`src/rtl/io_responder_pkg.sv`:
```
// Shared decode constants for the CPU I/O window responder.
package io_pkg;

  localparam logic [1:0] IO_WIN  = 2'b11;
  localparam logic [2:0] IO_UART = 3'd0;
  localparam logic [2:0] IO_CNT0 = 3'd4;
  localparam logic [2:0] IO_CNT1 = 3'd5;
  localparam logic [2:0] IO_CNT2 = 3'd6;
  localparam logic [2:0] IO_CNT3 = 3'd7;

  function automatic logic [7:0] cnt_byte(input logic [31:0] v, input logic [1:0] idx);
    return v[idx*8 +: 8];
  endfunction

endpackage

```
`src/rtl/io_responder_byte_fifo.sv`:
```
// Byte FIFO with wrap-bit pointers; push/pop are self-gated by full/empty and frozen by rdy_i.
module byte_fifo #(
  parameter int DEPTH = 16
) (
  input  logic       clk_i,
  input  logic       rst_ni,
  input  logic       rdy_i,
  input  logic       push_i,
  input  logic [7:0] push_data_i,
  input  logic       pop_i,
  output logic [7:0] head_o,
  output logic       full_o,
  output logic       empty_o
);

  localparam int AW = $clog2(DEPTH);

  logic [7:0]  mem_q [DEPTH];
  logic [AW:0] wr_ptr_q, wr_ptr_d;
  logic [AW:0] rd_ptr_q, rd_ptr_d;
  logic        do_push, do_pop;

  assign empty_o = (wr_ptr_q == rd_ptr_q);
  assign full_o  = (wr_ptr_q[AW] != rd_ptr_q[AW]) &&
                   (wr_ptr_q[AW-1:0] == rd_ptr_q[AW-1:0]);
  assign head_o  = mem_q[rd_ptr_q[AW-1:0]];

  // Fullness/emptiness are judged on pre-edge state, so a pop cannot make room for a same-cycle push.
  assign do_push = rdy_i & push_i & ~full_o;
  assign do_pop  = rdy_i & pop_i & ~empty_o;

  always_comb begin
    wr_ptr_d = wr_ptr_q;
    rd_ptr_d = rd_ptr_q;
    if (do_push) wr_ptr_d = wr_ptr_q + 1'b1;
    if (do_pop)  rd_ptr_d = rd_ptr_q + 1'b1;
  end

  always_ff @(posedge clk_i or negedge rst_ni) begin
    if (!rst_ni) begin
      wr_ptr_q <= '0;
      rd_ptr_q <= '0;
    end else begin
      wr_ptr_q <= wr_ptr_d;
      rd_ptr_q <= rd_ptr_d;
    end
  end

  always_ff @(posedge clk_i) begin
    if (do_push) mem_q[wr_ptr_q[AW-1:0]] <= push_data_i;
  end

endmodule

```
`src/rtl/io_responder.sv`:
```
// I/O window responder: UART RX/TX FIFOs, tear-free cycle counter and sticky program stop.
module io_responder
  import io_pkg::*;
#(
  parameter int RX_DEPTH = 16,
  parameter int TX_DEPTH = 16
) (
  input  logic        clk_in,
  input  logic        rst_in,
  input  logic        rdy_in,
  input  logic [31:0] bus_a,
  input  logic        bus_wr,
  input  logic [7:0]  bus_wdata,
  output logic [7:0]  bus_rdata,
  output logic        io_sel,
  input  logic [7:0]  rx_data,
  input  logic        rx_valid,
  output logic        rx_ready,
  output logic [7:0]  tx_data,
  output logic        tx_valid,
  input  logic        tx_ready,
  output logic        prog_stop,
  output logic        tx_overflow
);

  logic        io_acc, mapped;
  logic [2:0]  off;
  logic        unused_bits;

  logic [7:0]  rdata_q, rdata_d;
  logic        sel_q, sel_d;
  logic [31:0] cnt_q, cnt_d;
  logic [31:0] snap_q, snap_d;
  logic        stop_q, stop_d;
  logic        ovf_q, ovf_d;

  logic        rx_full, rx_empty, rx_pop;
  logic [7:0]  rx_head;
  logic        tx_full, tx_empty, tx_push, tx_pop;
  logic [7:0]  tx_head, tx_push_data;

  assign unused_bits = ^bus_a[31:18];

  assign io_acc = rdy_in & (bus_a[17:16] == IO_WIN);
  assign mapped = (bus_a[15:3] == 13'd0);
  assign off    = bus_a[2:0];
  assign rx_pop = io_acc & mapped & ~bus_wr & (off == IO_UART);
  assign tx_pop = ~tx_empty & tx_ready;

  always_comb begin
    rdata_d      = rdata_q;
    sel_d        = 1'b0;
    snap_d       = snap_q;
    stop_d       = stop_q;
    ovf_d        = ovf_q;
    tx_push      = 1'b0;
    tx_push_data = bus_wdata;
    cnt_d        = cnt_q + 32'd1;

    if (io_acc && !bus_wr) begin
      sel_d   = 1'b1;
      rdata_d = 8'h00;
      if (mapped) begin
        case (off)
          IO_UART: if (!rx_empty) rdata_d = rx_head;
          IO_CNT0: begin
            rdata_d = cnt_q[7:0];
            snap_d  = cnt_q;
          end
          IO_CNT1, IO_CNT2, IO_CNT3: rdata_d = cnt_byte(snap_q, off[1:0]);
          default: rdata_d = 8'h00;
        endcase
      end
    end

    if (io_acc && bus_wr && mapped) begin
      case (off)
        IO_UART: tx_push = (bus_wdata != 8'h00);
        // A stop write also emits a 0x00 marker byte, bypassing the zero filter.
        IO_CNT0: begin
          stop_d       = 1'b1;
          tx_push      = 1'b1;
          tx_push_data = 8'h00;
        end
        default: tx_push = 1'b0;
      endcase
    end

    if (tx_push && tx_full) ovf_d = 1'b1;
  end

  always_ff @(posedge clk_in or negedge rst_in) begin
    if (!rst_in) begin
      rdata_q <= 8'h00;
      sel_q   <= 1'b0;
      cnt_q   <= 32'd0;
      snap_q  <= 32'd0;
      stop_q  <= 1'b0;
      ovf_q   <= 1'b0;
    end else if (rdy_in) begin
      rdata_q <= rdata_d;
      sel_q   <= sel_d;
      cnt_q   <= cnt_d;
      snap_q  <= snap_d;
      stop_q  <= stop_d;
      ovf_q   <= ovf_d;
    end
  end

  byte_fifo #(.DEPTH(RX_DEPTH)) u_rx_fifo (
    .clk_i       (clk_in),
    .rst_ni      (rst_in),
    .rdy_i       (rdy_in),
    .push_i      (rx_valid),
    .push_data_i (rx_data),
    .pop_i       (rx_pop),
    .head_o      (rx_head),
    .full_o      (rx_full),
    .empty_o     (rx_empty)
  );

  byte_fifo #(.DEPTH(TX_DEPTH)) u_tx_fifo (
    .clk_i       (clk_in),
    .rst_ni      (rst_in),
    .rdy_i       (rdy_in),
    .push_i      (tx_push),
    .push_data_i (tx_push_data),
    .pop_i       (tx_pop),
    .head_o      (tx_head),
    .full_o      (tx_full),
    .empty_o     (tx_empty)
  );

  assign bus_rdata   = rdata_q;
  assign io_sel      = sel_q;
  assign rx_ready    = ~rx_full;
  assign tx_valid    = ~tx_empty;
  assign tx_data     = tx_head;
  assign prog_stop   = stop_q;
  assign tx_overflow = ovf_q;

endmodule

```
`config.mk`:
```
export PLATFORM = sky130hd
export DESIGN_NAME = io_responder
export DESIGN_NICKNAME = d
export VERILOG_FILES = /design/src/rtl/io_responder_pkg.sv /design/src/rtl/io_responder_byte_fifo.sv /design/src/rtl/io_responder.sv
export SDC_FILE = /design/constraint.sdc
export NUM_CORES = 1
export LEC_CHECK = 0
export CORE_MARGIN = 3
export CORE_UTILIZATION = 45
export CTS_CLUSTER_SIZE = 14
export DETAILED_ROUTE_END_ITERATION = 8
export PLACE_DENSITY = 0.62
export SLEW_MARGIN = 20
export SYNTH_ARGS = -nofsm -noshare
export SYNTH_HDL_FRONTEND = slang
export SYNTH_SLANG_ARGS = --single-unit
export TNS_END_PERCENT = 100
```
`constraint.sdc`:
```
create_clock -name clk_in -period 3.8 [get_ports clk_in]
set_input_delay 0.95 -clock clk_in [delete_from_list [all_inputs] [get_ports clk_in]]
set_output_delay 0.95 -clock clk_in [all_outputs]
set_load 0.01 [all_outputs]
```
# Word-level counts from Yosys, hierarchy flattened
# Memories as Yosys holds them, arrays and structs flattened.
# Index checks and enable logic that the tools add are counted.
word_totals:
  wordCells: 74
  input_bits: 54
  n_memories: 2
  ff_bits: 95
  ramBits: 256
memory_table:
  columns: ["name", "depth", "word_bits", "read_ports", "rd_clocked_by_memory_dff", "wr", "line", "source"]
  rows:
  - ["u_rx_fifo.mem_q", 16, 8, 1, 0, 1, "io_responder_byte_fifo.sv:18", "logic [7:0] mem_q [DEPTH];"]
  - ["u_tx_fifo.mem_q", 16, 8, 1, 0, 1, "io_responder_byte_fifo.sv:18", null]
classes:
  bitwise_logic: 18
  addsub: 5
  shift: 1
  n_mux: 12
  eq_ne: 11
  n_reduce_logical: 15
op_table:
  columns: ["cell", "n"]
  rows:
  - ["32-bit by 1-bit adder with 32-bit output (second input constant)", 1]
  - ["8-bit 2-to-1 mux", 4]
  - ["32-bit by 6-bit variable part select with 8-bit output", 1]
  - ["8-bit one-hot mux with 3 select lines", 1]
  - ["5-bit by 1-bit adder with 5-bit output (second input constant)", 4]
  - ["1-bit AND", 13]
  - ["13-bit logical NOT", 1]
  - ["3-bit equality test (second input constant)", 4]
  - ["5-bit equality test", 2]
  - ["4-bit equality test", 2]
  - ["8-bit nonzero test", 1]
  - ["1-bit logical AND", 6]
  - ["1-bit 2-to-1 mux", 6]
  - ["1-bit inverter", 5]
  - ["2-bit AND reduction", 2]
  - ["4-bit AND reduction", 1]
  - ["3-bit logical NOT", 1]
  - ["3-bit AND reduction", 1]
  - ["3-bit OR reduction", 1]
  - ["2-bit equality test (second input constant)", 1]
  - ["1-bit != test", 2]
  - ["1-bit one-hot mux with 2 select lines", 1]
  - ["1-bit logical NOT", 1]

# Depth between registers and ports, before layout
depth:
  word_depth: 9
  depth_mapped: 8

# Cells and area by module
# A second synthesis with hierarchy kept.
hier_totals:
  hier_cells: 877
  area_unflattened_um2: 14630.3
by_module_without_submodules:
  columns: ["module", "cells_each", "area_each_um2", "instances"]
  rows:
  - ["byte_fifo (u_tx_fifo)", 299, 5738.0, 1]
  - ["byte_fifo (u_rx_fifo)", 296, 5690.5, 1]
  - ["io_responder", 282, 3201.8, 1]

# Least setup slack after synthesis
# OpenSTA, ideal clock, no wires.
synth_timing:
  kind: "input port to flip-flop"
  startpoint: "in bus_a[4]"
  endpoint: "mem u_tx_fifo.mem_q[1][0], enable pin"
  n_path_buf: 2
  cell_stages: 7
  arrival_time_ns: 2.762
  slack_ns: 0.654
  path_cell_list: "nor4_2 > nand4_1 > a2111oi_2 > buf_2 > buf_6 > nand2_1 > nor3_1"
synth_between:
  elab_chain_cells: 7
synth_rtl:
  columns: ["element", "line", "source"]
  rows:
  - ["start: declaration", "io_responder.sv:11", "input logic [31:0] bus_a,"]
  - ["13-bit logical NOT", "io_responder.sv:45", "assign mapped = (bus_a[15:3] == 13'd0);"]
  - ["1-bit logical AND", "io_responder.sv:76", "if (io_acc && bus_wr && mapped) begin"]
  - ["1-bit 2-to-1 mux", "io_responder.sv:76", null]
  - ["1-bit AND (2 in a row)", "io_responder_byte_fifo.sv:29", "assign do_push = rdy_i & push_i & ~full_o;"]
  - ["1-bit 2-to-1 mux", "io_responder_byte_fifo.sv:50", "if (do_push) mem_q[wr_ptr_q[AW-1:0]] <= push_data_i;"]
  - ["1-bit 2-to-1 mux (implied by the code)", "io_responder_byte_fifo.sv:50", null]
  - ["end: declaration", "io_responder_byte_fifo.sv:18", null]
# No other way between the ends.

# Final worst setup path
layout_timing:
  startpoint: "reg u_tx_fifo.rd_ptr_q[0]"
  endpoint: "out tx_data[4]"
layout_between:
  elab_chain_cells: 1
layout_rtl:
  columns: ["element", "line", "source"]
  rows:
  - ["start: declaration", "io_responder_byte_fifo.sv:20", "logic [AW:0] rd_ptr_q, rd_ptr_d;"]
  - ["start signal: assignment", "io_responder_byte_fifo.sv:45", "rd_ptr_q <= rd_ptr_d;"]
  - ["memory read 16 x 8 bit", null, null]
  - ["end: declaration", "io_responder.sv:19", "output logic [7:0] tx_data,"]
# No other way between the ends.

==> impl_metrics.py <==
metrics = {
    "synth": {
        "synth_top_area_share": 0.550,
        "ys.flop_type": "edfxtp_1",
        "yosys.area.top_type": "edfxtp_1",
        "synth.area.top_cells": "edfxtp_1, dfrtp_1, mux4_2",
        "synth_edf_count": 256,
        "synth_cells": 768,
        "seq_area_frac_synth": 0.706,
        "yosysWarnings": 0,
        "netlist_area_mm2": 0.0140,
        "synthArstFlopShare": 0.254,
        "synth.lib_cells_used.distinct": 41,
        "synth_area_per_cell_um2": 18.2,
        "ys_ff_latch": 343,
        "syn-num-nets": 833,
    },
    "route": {
        "drcViolationCount": 0,
        "route.met3.wl_um": 1350,
        "highest_layer": "met5",
        "vias": 7214,
        "routed_wl_um": 28700,
        "dr.pass1.iters": 5,
        "vias_per_cell": 5.58,
        "drt_iter0_drc": 538,
        "final_antenna_net_count": 0,
        "m1WireLength_um": 12500,
        "wl_met2_um": 14200,
        "avgRoutedWirePerCell_um": 22.2,
    },
    "clock_tree": {
        "insertion_delay_ns": 0.51,
        "hold_buffers": 0,
        "cts_tree": "built",
        "ctsHtreeMaxLevel": 2,
        "cts.sinks": 343,
        "cts_root_buf": "clkbuf_16",
        "cts_buffers": 36,
        "cts_buffer_depth": 3,
        "clkSlewWorstSetupHoldPaths_ns": 0.06,
    },
    "worst_setup_path": {
        "endpoint_kind": "primary output",
        "worstPathMaxFanout": 15,
        "crit_arrival_ns": 2.69,
        "startpoint_type": "flop",
        "path_class": "flop to primary output",
        "cp.required_ns": 2.85,
    },
    "global_routing": {
        "grt_pass1_wl_um": 44800,
        "grt_overflow": 0,
        "antenna_found_initial": 1,
        "grt_pass1_vias": 7677,
        "grt_usage": 0.176,
        "grt_max_degree": 88,
    },
    "floorplanning": {
        "die_area_mm2": 0.0332,
        "floorplan.initialDensity": 0.464,
        "die_height_um": 182,
        "io_pins": 75,
        "core_mm2": 0.0301,
        "die_w_um": 182,
        "rows": 63,
    },
    "finish": {
        "layout-drive-gt1-share": 0.223,
        "nets": 940,
        "nFillCells": 2361,
        "antenna_cells": 0,
        "syn_to_final_growth_pct": 17.4,
    },
    "sta": {
        "setup_tns_ns": 0,
        "tightestPinTransition_ns": 1.07,
        "slew_headroom": 0.287,
        "finalMaxSlewViolations": 0,
        "period_minus_slack_ns": 3.64,
        "finalSetupViolCount": 0,
        "post-route-period-util": 0.958,
        "grt_setup_unrepaired": "false",
        "finalHoldViolCount": 0,
        "fin_skew_ns": 0.0189,
        "max_freq_mhz": 275,
    },
    "job": {
        "max_cap_viol_count": 0,
    },
    "pwr": {
        "p_leak_nw": 5.89,
        "cellPowerDensity_mw_per_mm2": 569,
        "power_mw": 9.34,
        "ir_drop_mv": 0.310,
    },
    "placed_design": {
        "io_buffer_count": 60,
        "gp_congestion": 0.760,
        "dp_hpwl_um": 19200,
    },
    "hold_path": {
        "hp-class": "input port to async pin",
    },
    "status": {
        "status": "finished clean",
    },
}
-- path summary, 6_finish.rpt --
check / from / to / slack (ns) / depth (start not counted)
min in group clk_in: cnt_q[31]$_DFFE_PN0P_ / cnt_q[31]$_DFFE_PN0P_ / 0.47 / 1
worst min register to register: cnt_q[31]$_DFFE_PN0P_ / cnt_q[31]$_DFFE_PN0P_ / 0.47 / 1
max in group asynchronous: rst_in / u_tx_fifo.rd_ptr_q[0]$_DFFE_PN0P_ / 2.65 / 1
worst max register to register: u_tx_fifo.rd_ptr_q[3]$_DFFE_PN0P_ / u_tx_fifo.mem_q[9][4]$_DFFE_PP_ / 1.29 / 5
worst max-delay path: u_tx_fifo.rd_ptr_q[0]$_DFFE_PN0P_ / tx_data[4] / 0.16 / 4
worst min-delay path: rst_in / io_sel$_DFFE_PN0P_ / 0.46 / 1
-- timing repair --
action                                  4_1_cts  5_1_grt
buffers inserted                              2        0
endpoints found under the setup margin        8        0
gates resized for setup                       1        0
-- Yosys cell counts (5+ instances only) --
master      n
mux4_2     80
xor2_1     26
nor2b_1    10
nand2_1    34
o31ai_1     7
nor2_1     20
o21ai_0    17
nand3_1    14
buf_2      18
and3_1     16
dfrtp_1    87
clkbuf_1    9
mux2_1     23
buf_1       5
edfxtp_1  256
xnor2_1    33
buf_4       5
inv_1      15
ha_1       11
o22ai_1    16
nor3_1     15
nand4_1    13
-- through the flow --
| step | hold WS, ns | cells | instance area (um2) | util | setup slack, ns |
|---|---|---|---|---|---|
| after floorplan | 0.440 | 768 | 14000 | - | 0.654 |
| after global placement | 0.459 | 1225 | 15300 | 0.507 | 0.235 |
| after detailed placement | 0.463 | 1225 | 15300 | 0.507 | 0.163 |
| after CTS | 0.471 | 1293 | 16400 | 0.545 | 0.115 |
| after global routing | 0.483 | 1293 | 16400 | 0.545 | 0.0865 |
| final | 0.456 | 1293 | 16400 | 0.545 | 0.158 |
-- critical path, stage by stage, from the launching register on --
cell             delay, ns
dfrtp_4               0.47
buf_12                0.19
mux4_2                0.55
mux4_2                0.49
clkdlybuf4s50_1       0.49
-- cell usage in the layout (no fill, tap or decap), types with 8 or more instances in the layout --
master	count
mux4_2	80
clkbuf_16	37
nor2_1	20
and3_1	16
inv_1	15
o21ai_0	17
nor3_1	15
ha_1	11
dfrtp_1	85
nand3_1	14
buf_4	44
o22ai_1	16
clkbuf_1	14
edfxtp_1	256
nand2_1	34
clkbuf_8	8
nand4_1	13
clkdlybuf4s50_1	59
xnor2_1	33
mux2_1	23
xor2_1	26
-- cells by family after synthesis --
group	synth area share
AO/OA/AOI/OAI	0.0202
XOR/XNOR	0.0370
flip-flops	0.706
adder cells (fa/ha/maj)	0.00985
AND/OR/NAND/NOR	0.0590
multiplexers	0.151
buffers and inverters	0.0177
-- final cells by class --
class	count	area, um2	area share
clock inverter	7	46.3	0.00282
tap	390	488	0.0297
multi-input combinational	372	3880	0.236
sequential	343	9870	0.601
inverter	15	56.3	0.00343
clock buffer	59	1090	0.0663
timing repair buffer	107	992	0.0604
-- per-layer routing --
metal  up-vias  track usage
li1       3224            -
met4         2       0.0466
met1      3787        0.247
met5         -            0
met3        41       0.0345
met2       160        0.285
-- report_power, final --
group	leakage, nW	switching (mW)	total, mW	internal, mW
Combinational	1.87	0.706	1.60	0.898
Clock	0.559	1.36	3.32	1.96
Sequential	3.46	0.203	4.41	4.21
-- flip-flops by register name (all words and copies together), names as in the netlist, 5 cells and up --
name                cells
u_tx_fifo.wr_ptr_q      5
u_rx_fifo.wr_ptr_q      5
u_tx_fifo.mem_q       128
bus_rdata               8
snap_q                 24
u_tx_fifo.rd_ptr_q      5
u_rx_fifo.rd_ptr_q      5
cnt_q                  32
u_rx_fifo.mem_q       128
Power figures use the tool's default switching activity.
